## config.mk

```make
export PLATFORM = sky130hd
export DESIGN_NAME = riscv_pd
export DESIGN_NICKNAME = d
export VERILOG_FILES = /design/src/rtl/riscv_pkg.sv /design/src/rtl/riscv_pd_imm.sv /design/src/rtl/riscv_pd.sv
export SDC_FILE = /design/constraint.sdc
export NUM_CORES = 1
export LEC_CHECK = 0
export ABC_AREA = 0
export CORE_MARGIN = 1
export CORE_UTILIZATION = 30
export DETAILED_ROUTE_END_ITERATION = 10
export GPL_TIMING_DRIVEN = 0
export HOLD_SLACK_MARGIN = 0.05
export PLACE_DENSITY_LB_ADDON = 0.12
export SLEW_MARGIN = 5
export SYNTH_ARGS = -nofsm -noshare
export SYNTH_HDL_FRONTEND = slang
export SYNTH_SLANG_ARGS = --single-unit
```

## constraint.sdc

```tcl
create_clock -name clk -period 4.3 [get_ports clk]
set_input_delay 0.645 -clock clk [delete_from_list [all_inputs] [get_ports clk]]
set_output_delay 0.645 -clock clk [all_outputs]
set_load 0.01 [all_outputs]
```

## src/rtl/riscv_pkg.sv

```systemverilog
// Shared constants and helpers for the RISC-V pre-decode stage.
package riscv_pkg;

  localparam logic [31:0] INSTR_NOP  = 32'h0000_0013;
  localparam logic [6:0]  OPC_JAL    = 7'b110_1111;
  localparam logic [6:0]  OPC_BRANCH = 7'b110_0011;

  // Compressed quadrant 01 and its control-transfer funct3 codes
  localparam logic [1:0]  C_Q1   = 2'b01;
  localparam logic [2:0]  C_J    = 3'b101;
  localparam logic [2:0]  C_JAL  = 3'b001;
  localparam logic [2:0]  C_BEQZ = 3'b110;
  localparam logic [2:0]  C_BNEZ = 3'b111;

  // Only the two low opcode bits decide instruction length
  function automatic logic is_16bit(input logic [1:0] instr_lsb);
    return instr_lsb != 2'b11;
  endfunction

endpackage

```

## src/rtl/riscv_pd_imm.sv

```systemverilog
// Static predictor: extracts the control-transfer immediate and applies
// the taken rule (jumps always, conditional branches only when backward).
module riscv_pd_imm
  import riscv_pkg::*;
#(
  parameter int XLEN    = 32,
  parameter int HAS_RVC = 0
) (
  input  logic [31:0]     instr,
  output logic            taken,
  output logic [XLEN-1:0] imm
);

  logic [2:0] c_f3;

  assign c_f3 = instr[15:13];

  // Decode opcode, build the sign-extended offset and the direction rule
  always_comb begin
    taken = 1'b0;
    imm   = '0;
    if (instr[6:0] == OPC_JAL) begin
      taken = 1'b1;
      imm   = {{(XLEN-20){instr[31]}}, instr[19:12], instr[20], instr[30:21], 1'b0};
    end else if (instr[6:0] == OPC_BRANCH) begin
      taken = instr[31];
      imm   = {{(XLEN-12){instr[31]}}, instr[7], instr[30:25], instr[11:8], 1'b0};
    end else if ((HAS_RVC != 0) && (instr[1:0] == C_Q1)) begin
      case (c_f3)
        C_J, C_JAL: begin
          // C.JAL only exists on RV32
          taken = (c_f3 == C_J) || (XLEN == 32);
          imm   = {{(XLEN-11){instr[12]}}, instr[8], instr[10:9], instr[6], instr[7],
                   instr[2], instr[11], instr[5:3], 1'b0};
        end
        C_BEQZ, C_BNEZ: begin
          taken = instr[12];
          imm   = {{(XLEN-8){instr[12]}}, instr[6:5], instr[2], instr[11:10],
                   instr[4:3], 1'b0};
        end
        default: begin
          taken = 1'b0;
          imm   = '0;
        end
      endcase
    end
  end

endmodule

```

## src/rtl/riscv_pd.sv

```systemverilog
// Pre-decode stage: same-cycle static branch prediction back to fetch and
// the PD->ID pipeline register with flush/stall handling.
module riscv_pd
  import riscv_pkg::*;
#(
  parameter int              XLEN           = 32,
  parameter logic [XLEN-1:0] PC_INIT        = 'h200,
  parameter int              INSTR_SIZE     = 32,
  parameter int              EXCEPTION_SIZE = 12,
  parameter int              HAS_RVC        = 0
) (
  input  logic                      clk,
  input  logic                      rstn,
  input  logic                      id_stall,
  input  logic                      bu_flush,
  input  logic                      st_flush,
  input  logic                      du_flush,
  input  logic [XLEN-1:0]           if_pc,
  input  logic [INSTR_SIZE-1:0]     if_instr,
  input  logic                      if_bubble,
  input  logic [EXCEPTION_SIZE-1:0] if_exception,
  output logic                      branch_taken,
  output logic [XLEN-1:0]           branch_pc,
  output logic [XLEN-1:0]           pd_pc,
  output logic [INSTR_SIZE-1:0]     pd_instr,
  output logic                      pd_bubble,
  output logic [EXCEPTION_SIZE-1:0] pd_exception,
  output logic                      pd_predicted
);

  logic            flushes;
  logic            predict_ok;
  logic            rule_taken;
  logic [XLEN-1:0] imm;

  riscv_pd_imm #(
    .XLEN    (XLEN),
    .HAS_RVC (HAS_RVC)
  ) u_imm (
    .instr (if_instr[31:0]),
    .taken (rule_taken),
    .imm   (imm)
  );

  assign flushes    = bu_flush | st_flush | du_flush;
  assign predict_ok = ~if_bubble & ~|if_exception & ~flushes & ~id_stall & rstn;

  assign branch_taken = predict_ok & rule_taken;
  assign branch_pc    = if_pc + imm;

  // PD->ID register: reset, then flush over stall, then advance
  always_ff @(posedge clk) begin
    if (!rstn) begin
      pd_pc        <= PC_INIT;
      pd_instr     <= INSTR_SIZE'(INSTR_NOP);
      pd_bubble    <= 1'b1;
      pd_exception <= '0;
      pd_predicted <= 1'b0;
    end else if (flushes) begin
      pd_instr     <= INSTR_SIZE'(INSTR_NOP);
      pd_bubble    <= 1'b1;
      pd_exception <= '0;
      pd_predicted <= 1'b0;
    end else if (!id_stall) begin
      pd_pc        <= if_pc;
      pd_instr     <= is_16bit(if_instr[1:0]) ? {{(INSTR_SIZE-16){1'b0}}, if_instr[15:0]}
                                              : if_instr;
      pd_bubble    <= if_bubble;
      pd_exception <= if_exception;
      pd_predicted <= branch_taken;
    end
  end

endmodule

```

* Word-level counts from Yosys, hierarchy flattened
Index checks and enable logic that the tools add are counted.
** Word-level totals
- Output and inout port bits :: 111
- Flip-flop bits (word level) :: 78
- Word-level logic and storage cells :: 29
- Input bits :: 83
** Operators by class
- Multiplexer cells :: 5
- Bitwise logic cells :: 11
- $add $sub $neg :: 1
- Eq/ne operators :: 3
- Reductions and logical operators :: 4
** Operators with widths (number)
- 32-bit 2-to-1 mux :: 3
- 32-bit adder :: 1
- 7-bit equality test, second input constant :: 2
- 12-bit OR reduction :: 1
- 1-bit bitwise AND :: 5
- 1-bit NOT :: 4
- 1-bit 2-to-1 mux :: 2
- 2-bit inequality test, second input constant :: 1
- 1-bit bitwise OR :: 2
- 2-bit AND reduction :: 1
- 2-bit OR reduction :: 1
- 1-bit zero test :: 1

* Longest topological paths before layout
- Depth in word-level cells :: 7
- Mapped depth :: 16
- Gate-level depth less buffers :: 15

* Hierarchy
A second synthesis with hierarchy kept.
** Unflattened totals
- Cells, all modules :: 588
- Area, all modules :: 4971.0 um2
** Modules (own cells, without submodules)
- riscv_pd :: cells an instance 516, area an instance 4448.0 um2, seq. area each 1561.5 um2, instances 1
- riscv_pd_imm :: cells an instance 72, area an instance 523.0 um2, seq. area each 0.0 um2, instances 1

* Worst setup path after synthesis
OpenSTA, ideal clock, no wires.
- Path kind :: input port to output port
- From :: input if_instr[4]
- To :: output branch_pc[29]
- Setup slack :: 166 ps
- Required time :: 3655 ps
- Cell stages on the path :: 16
- Path buffers :: 1
- Data arrival time :: 3489 ps
- Path through :: nand3b_1 nor2_1 nand3_1 clkbuf_1 mux2i_1 nor2_1 ha_1 inv_1 fa_1 nor2b_1 o211ai_1 a21o_1 a311o_1 a21oi_1 mux2i_1 o2111ai_1
** On the way
- Word-level cells in the longest chain between the ends :: 4
- Elaborated cells between the ends (all ways) :: 5
- Classes of those cells :: 1 x add/sub; 2 x eq/ne; 2 x mux
** RTL lines
- start, declared :: RTL line riscv_pd.sv:19 : input logic [INSTR_SIZE-1:0] if_instr,
- 7-bit equality test :: RTL line riscv_pd_imm.sv:25 : end else if (instr[6:0] == OPC_BRANCH) begin
- 32-bit 2-to-1 mux :: RTL line riscv_pd_imm.sv:25
- 32-bit 2-to-1 mux (*) :: RTL line riscv_pd_imm.sv:22 : if (instr[6:0] == OPC_JAL) begin
- 32-bit adder (*) :: RTL line riscv_pd.sv:49 : assign branch_pc = if_pc + imm;
- end, declared :: RTL line riscv_pd.sv:23 : output logic [XLEN-1:0] branch_pc,
Every way passes the cells marked *; elsewhere a longest branch is shown, timed or not.

* Worst setup path in the final report
- From :: input if_instr[4]
- To :: output branch_pc[24]
Same word-level chain as after synthesis.

==> results summary <==
The flow ran to the end, but the final reports show violations. The checks that failed: negative setup slack. Derived from the worst setup path, the maximum achievable clock frequency is roughly 220 MHz. The largest net degree at the start of global routing is 13. The worst setup path is of the input port to output port kind. The chip width is 127 µm. The wire length per cell after detailed routing came out at ~16 µm.

The post-route clock period utilization came out at 1.03. The wire length of the first global-routing pass came out at roughly 27 mm. The share of total power in the clock network came out at 0.405. The number of violations reported at the end of detailed-routing iteration 0 came out at 154. The power consumption is between 1.5 and 2 mW. The estimated wirelength of the detail-placed design came out at about 13 mm. The worst setup path is launched from an input port.

The height of the die came out at ~130 µm. The time the worst path needs with I/O delays and setup came out at between 4000 and 5000 ps. The maximum buffer depth of the clock tree came out at 2. The yosys synthesis warning count is 0. The number of max-slew violations in the final report came out at 0. The final route contains a little over 5,000 vias. In the synthesized netlist the dominant register cell turns out to be sky130_fd_sc_hd__dfxtp_1. Of the total power, registers draw 0.404. The worst hold path begins at pd_pc[7]$_SDFFE_PN0P_.

The power density of the placed cells came out at ~230 mW/mm². The path with the worst hold slack has its endpoint at pd_pc[7]$_SDFFE_PN0P_. The number of iterations in the first detailed-routing pass came out at 5. The proportion of layout cells with a drive suffix above 1 came out at 0.200.

The internal power of the cells came out at approximately 1.4 mW. The data required time at the worst endpoint came out at about 3700 ps. The largest fanout on the critical path came out at 5. TritonCTS built the clock tree.

The I/O pin total came out at ~190. After synthesis the netlist holds a flip-flop and latch count of 78. The floorplan die area came out at between 0.015 and 0.02 mm². The initial antenna violation count is 0. 0 antenna diodes ended up in the layout. The depth of the CTS H-tree is 3. The tightest hold path in the finished design has a slack of around 460 ps. The routed wire length came out at between 15 and 20 mm. For this run, asynchronously set or reset flops after synthesis account for 0. Input and output buffers added on the ports amount to 193.

Summing every instance area after synthesis gives 0.00471 mm². The number of global-route vias before repair came out at around 5,300. The length in cells of the worst reg-to-reg path came out at 2. The final global-route overflow total came out at 0.

The final-stage net count is 935. The clock buffer count from CTS came out at 9. Setup slack on the critical path of the routed design comes to -145 ps. Clock tree synthesis selected as its root buffer the cell sky130_fd_sc_hd__clkbuf_16. Headroom to the max-slew limit came out at 0.400. The area growth from synthesis to final layout came out at 70.1%. The number of remaining DRC errors is 0. The combined global-route utilization of all metal layers is 0.213. The leakage power is approximately 3.1 nW. The net count after synthesis is 693. The switching share of power is 0.254. Setup repair after global routing could not meet its margin everywhere.

The synthesized design contains 0 enable-type register cells. The worst setup path is captured at an output port. Synthesis produced around 580 cells. The worst supply voltage drop on vdd came out at roughly 0.22 mV. The transition at the pin with the smallest max-transition slack came out at between 800 and 900 ps. The number of failing hold endpoints at the final stage came to 0.

Across the routed clock network, the largest skew measured is 0 ps. Counting instances, the worst hold path has a depth of 2. Of the total power, combinational logic draws 0.191. The total of max-cap violations came out at 0. In this run the register-to-register setup slack is about 3600 ps. The launch instance of the worst register-to-register path is pd_instr[4]$_SDFFE_PP1N_. The area of the core is ~0.015 mm².

Setup violations remaining at the end of the flow were counted as 10. The starting utilization of the core area is 0.309. The portion of the post-synthesis area used by sequential elements came out at 0.331. The net switching power came out at between 0.4 and 0.5 mW. The clock latency of the later-clocked register in the worst-skew pair came out at about 340 ps.

The endpoint of the most critical register-to-register path is pd_instr[4]$_SDFFE_PP1N_. After synthesis, the mean cell area works out to between 8 and 9 µm². The worst hold path belongs to the class flop to flop.

The placer's final routability congestion estimate is slightly below 0.9. Clock-pin slew was measured on the worst setup and hold paths at ~60 ps. The number of buffers inserted by hold repair at cts is 0.

The netlist uses between 50 and 60 different library cells. The total clock sinks came out at slightly below 80. The arrival time at the worst endpoint is 3800 ps. After floorplanning, the core was divided into between 40 and 50 placement rows. Dividing the detail-routed via count by the number of cells gives 4.85.

The detail route stage leaves a number of antenna-violating nets equal to 0.
routing by layer:
| metal | share of wire | global-route usage | wire length (µm) |
|---|---|---|---|
| met1 | 0.44 | 0.258 | 7440 |
| met2 | 0.47 | 0.360 | 7980 |
| met3 | 0.078 | 0.0704 | 1340 |
| met4 | 0.015 | 0.0581 | 263 |
| met5 | 0 | 0 | 0 |
critical path: stages:
cell	delay (ps)
sky130_fd_sc_hd__buf_6	90
sky130_fd_sc_hd__nand3b_1	260
sky130_fd_sc_hd__buf_4	210
sky130_fd_sc_hd__buf_4	130
sky130_fd_sc_hd__nor3_4	250
sky130_fd_sc_hd__buf_6	150
sky130_fd_sc_hd__inv_6	40
sky130_fd_sc_hd__buf_4	120
sky130_fd_sc_hd__nor2_1	140
sky130_fd_sc_hd__ha_2	340
sky130_fd_sc_hd__a21oi_1	220
sky130_fd_sc_hd__and2_4	210
sky130_fd_sc_hd__o2111ai_4	130
sky130_fd_sc_hd__buf_4	180
sky130_fd_sc_hd__a31oi_4	150
sky130_fd_sc_hd__buf_4	140
sky130_fd_sc_hd__xnor2_1	100
sky130_fd_sc_hd__dlygate4sd2_1	280
flip-flops by register name, indices dropped and copies added, names as in the netlist:
register	cells
pd_exception	12
pd_bubble	1
pd_predicted	1
pd_instr	32
pd_pc	32
per-stage QoR:
step	setup slack [ps]	utilization	std cells	instance area, µm²	TNS (ps)
2_1_floorplan	166	-	579	4710	0
3_3_place_gp	-1430	0.453	983	6910	-26500
3_5_place_dp	-1480	0.453	983	6910	-27400
4_1_cts	-279	0.516	1032	7880	-1600
5_1_grt	-277	0.526	1037	8020	-2430
6_report	-145	0.526	1037	8020	-829
cells in the final DEF, fill, tap and decap left out, drive strengths merged, types with 5 or more instances in the layout:
cell | netlist | layout
o21ai | 14 | 14
inv | 8 | 9
ha | 30 | 30
xor2 | 11 | 11
buf | 7 | 58
dlygate4sd2 | 0 | 12
nand4 | 5 | 5
nor3 | 7 | 7
nand3 | 13 | 13
o21a | 6 | 6
clkbuf | 22 | 36
a21boi | 32 | 32
a21o | 7 | 7
mux2i | 35 | 35
clkdlybuf4s50 | 0 | 162
a22oi | 17 | 17
and2 | 10 | 10
nor2 | 79 | 79
xnor2 | 18 | 18
a21oi | 31 | 31
nand2 | 93 | 93
dfxtp | 78 | 78
power groups by stage:
stage / combinational, mW / sequential, mW / clock [mW]
4_1_cts: 0.345 / 0.738 / 0.763
5_1_grt: 0.377 / 0.739 / 0.791
6_report: 0.350 / 0.738 / 0.741
3_3_place_gp: 0.325 / 0.753 / 0
2_1_floorplan: 0.140 / 0.758 / 0
3_5_place_dp: 0.327 / 0.754 / 0
layout make-up:
| class | count | area, µm² |
|---|---|---|
| Clock buffer | 12 | 236 |
| Inverter | 9 | 43.8 |
| Sequential cell | 78 | 1560 |
| Timing Repair inverter | 1 | 8.76 |
| Timing Repair Buffer | 231 | 2170 |
| Buffer | 29 | 170 |
| Clock inverter | 4 | 47.5 |
| Multi-Input combinational cell | 462 | 3510 |
| Tap cell | 211 | 264 |
| Fill cell | 1470 | 7240 |
timing repair:
action,4_1_cts,5_1_grt
cloned,2,0
endpoints found under the setup margin,30,22
buffers inserted,31,10
pin swaps,43,36
gates resized for setup,186,39
cell usage after synthesis (all sizes together), types with 7 or more instances:
library cell	n	area share
nand2	93	0.075
nor2	79	0.063
dfxtp	78	0.33
mux2i	35	0.074
a21boi	32	0.051
a21oi	31	0.033
ha	30	0.080
clkbuf	22	0.018
xnor2	18	0.033
a22oi	17	0.027
o21ai	14	0.015
nand3	13	0.014
xor2	11	0.020
and2	10	0.014
inv	8	0.0064
a21o	7	0.011
buf	7	0.014
nor3	7	0.0074
worst max-delay path by stage:
stage / endpoint / cells past startpoint / start
floorplan: branch_pc[29] / 16 / if_instr[4]
global placement: branch_pc[29] / 18 / if_instr[4]
detailed placement: branch_pc[29] / 18 / if_instr[4]
CTS: branch_pc[29] / 18 / if_instr[4]
global route: branch_pc[29] / 18 / if_instr[4]
finish: branch_pc[24] / 18 / if_instr[4]
logic make-up (layout without fill, tap and decap cells):
| kind of cell | Yosys count | in the layout | synth area share |
|---|---|---|---|
| xor gates and xnor gates | 29 | 29 | 0.0539 |
| DFF | 78 | 78 | 0.331 |
| buffers and inverters | 39 | 286 | 0.0403 |
| AOI/OAI and AO/OA | 134 | 134 | 0.196 |
| muxes | 35 | 35 | 0.0743 |
| adders and majority gates | 31 | 31 | 0.0839 |
| and+or+nand+nor | 233 | 233 | 0.220 |
(Power assumes the default switching activity.)
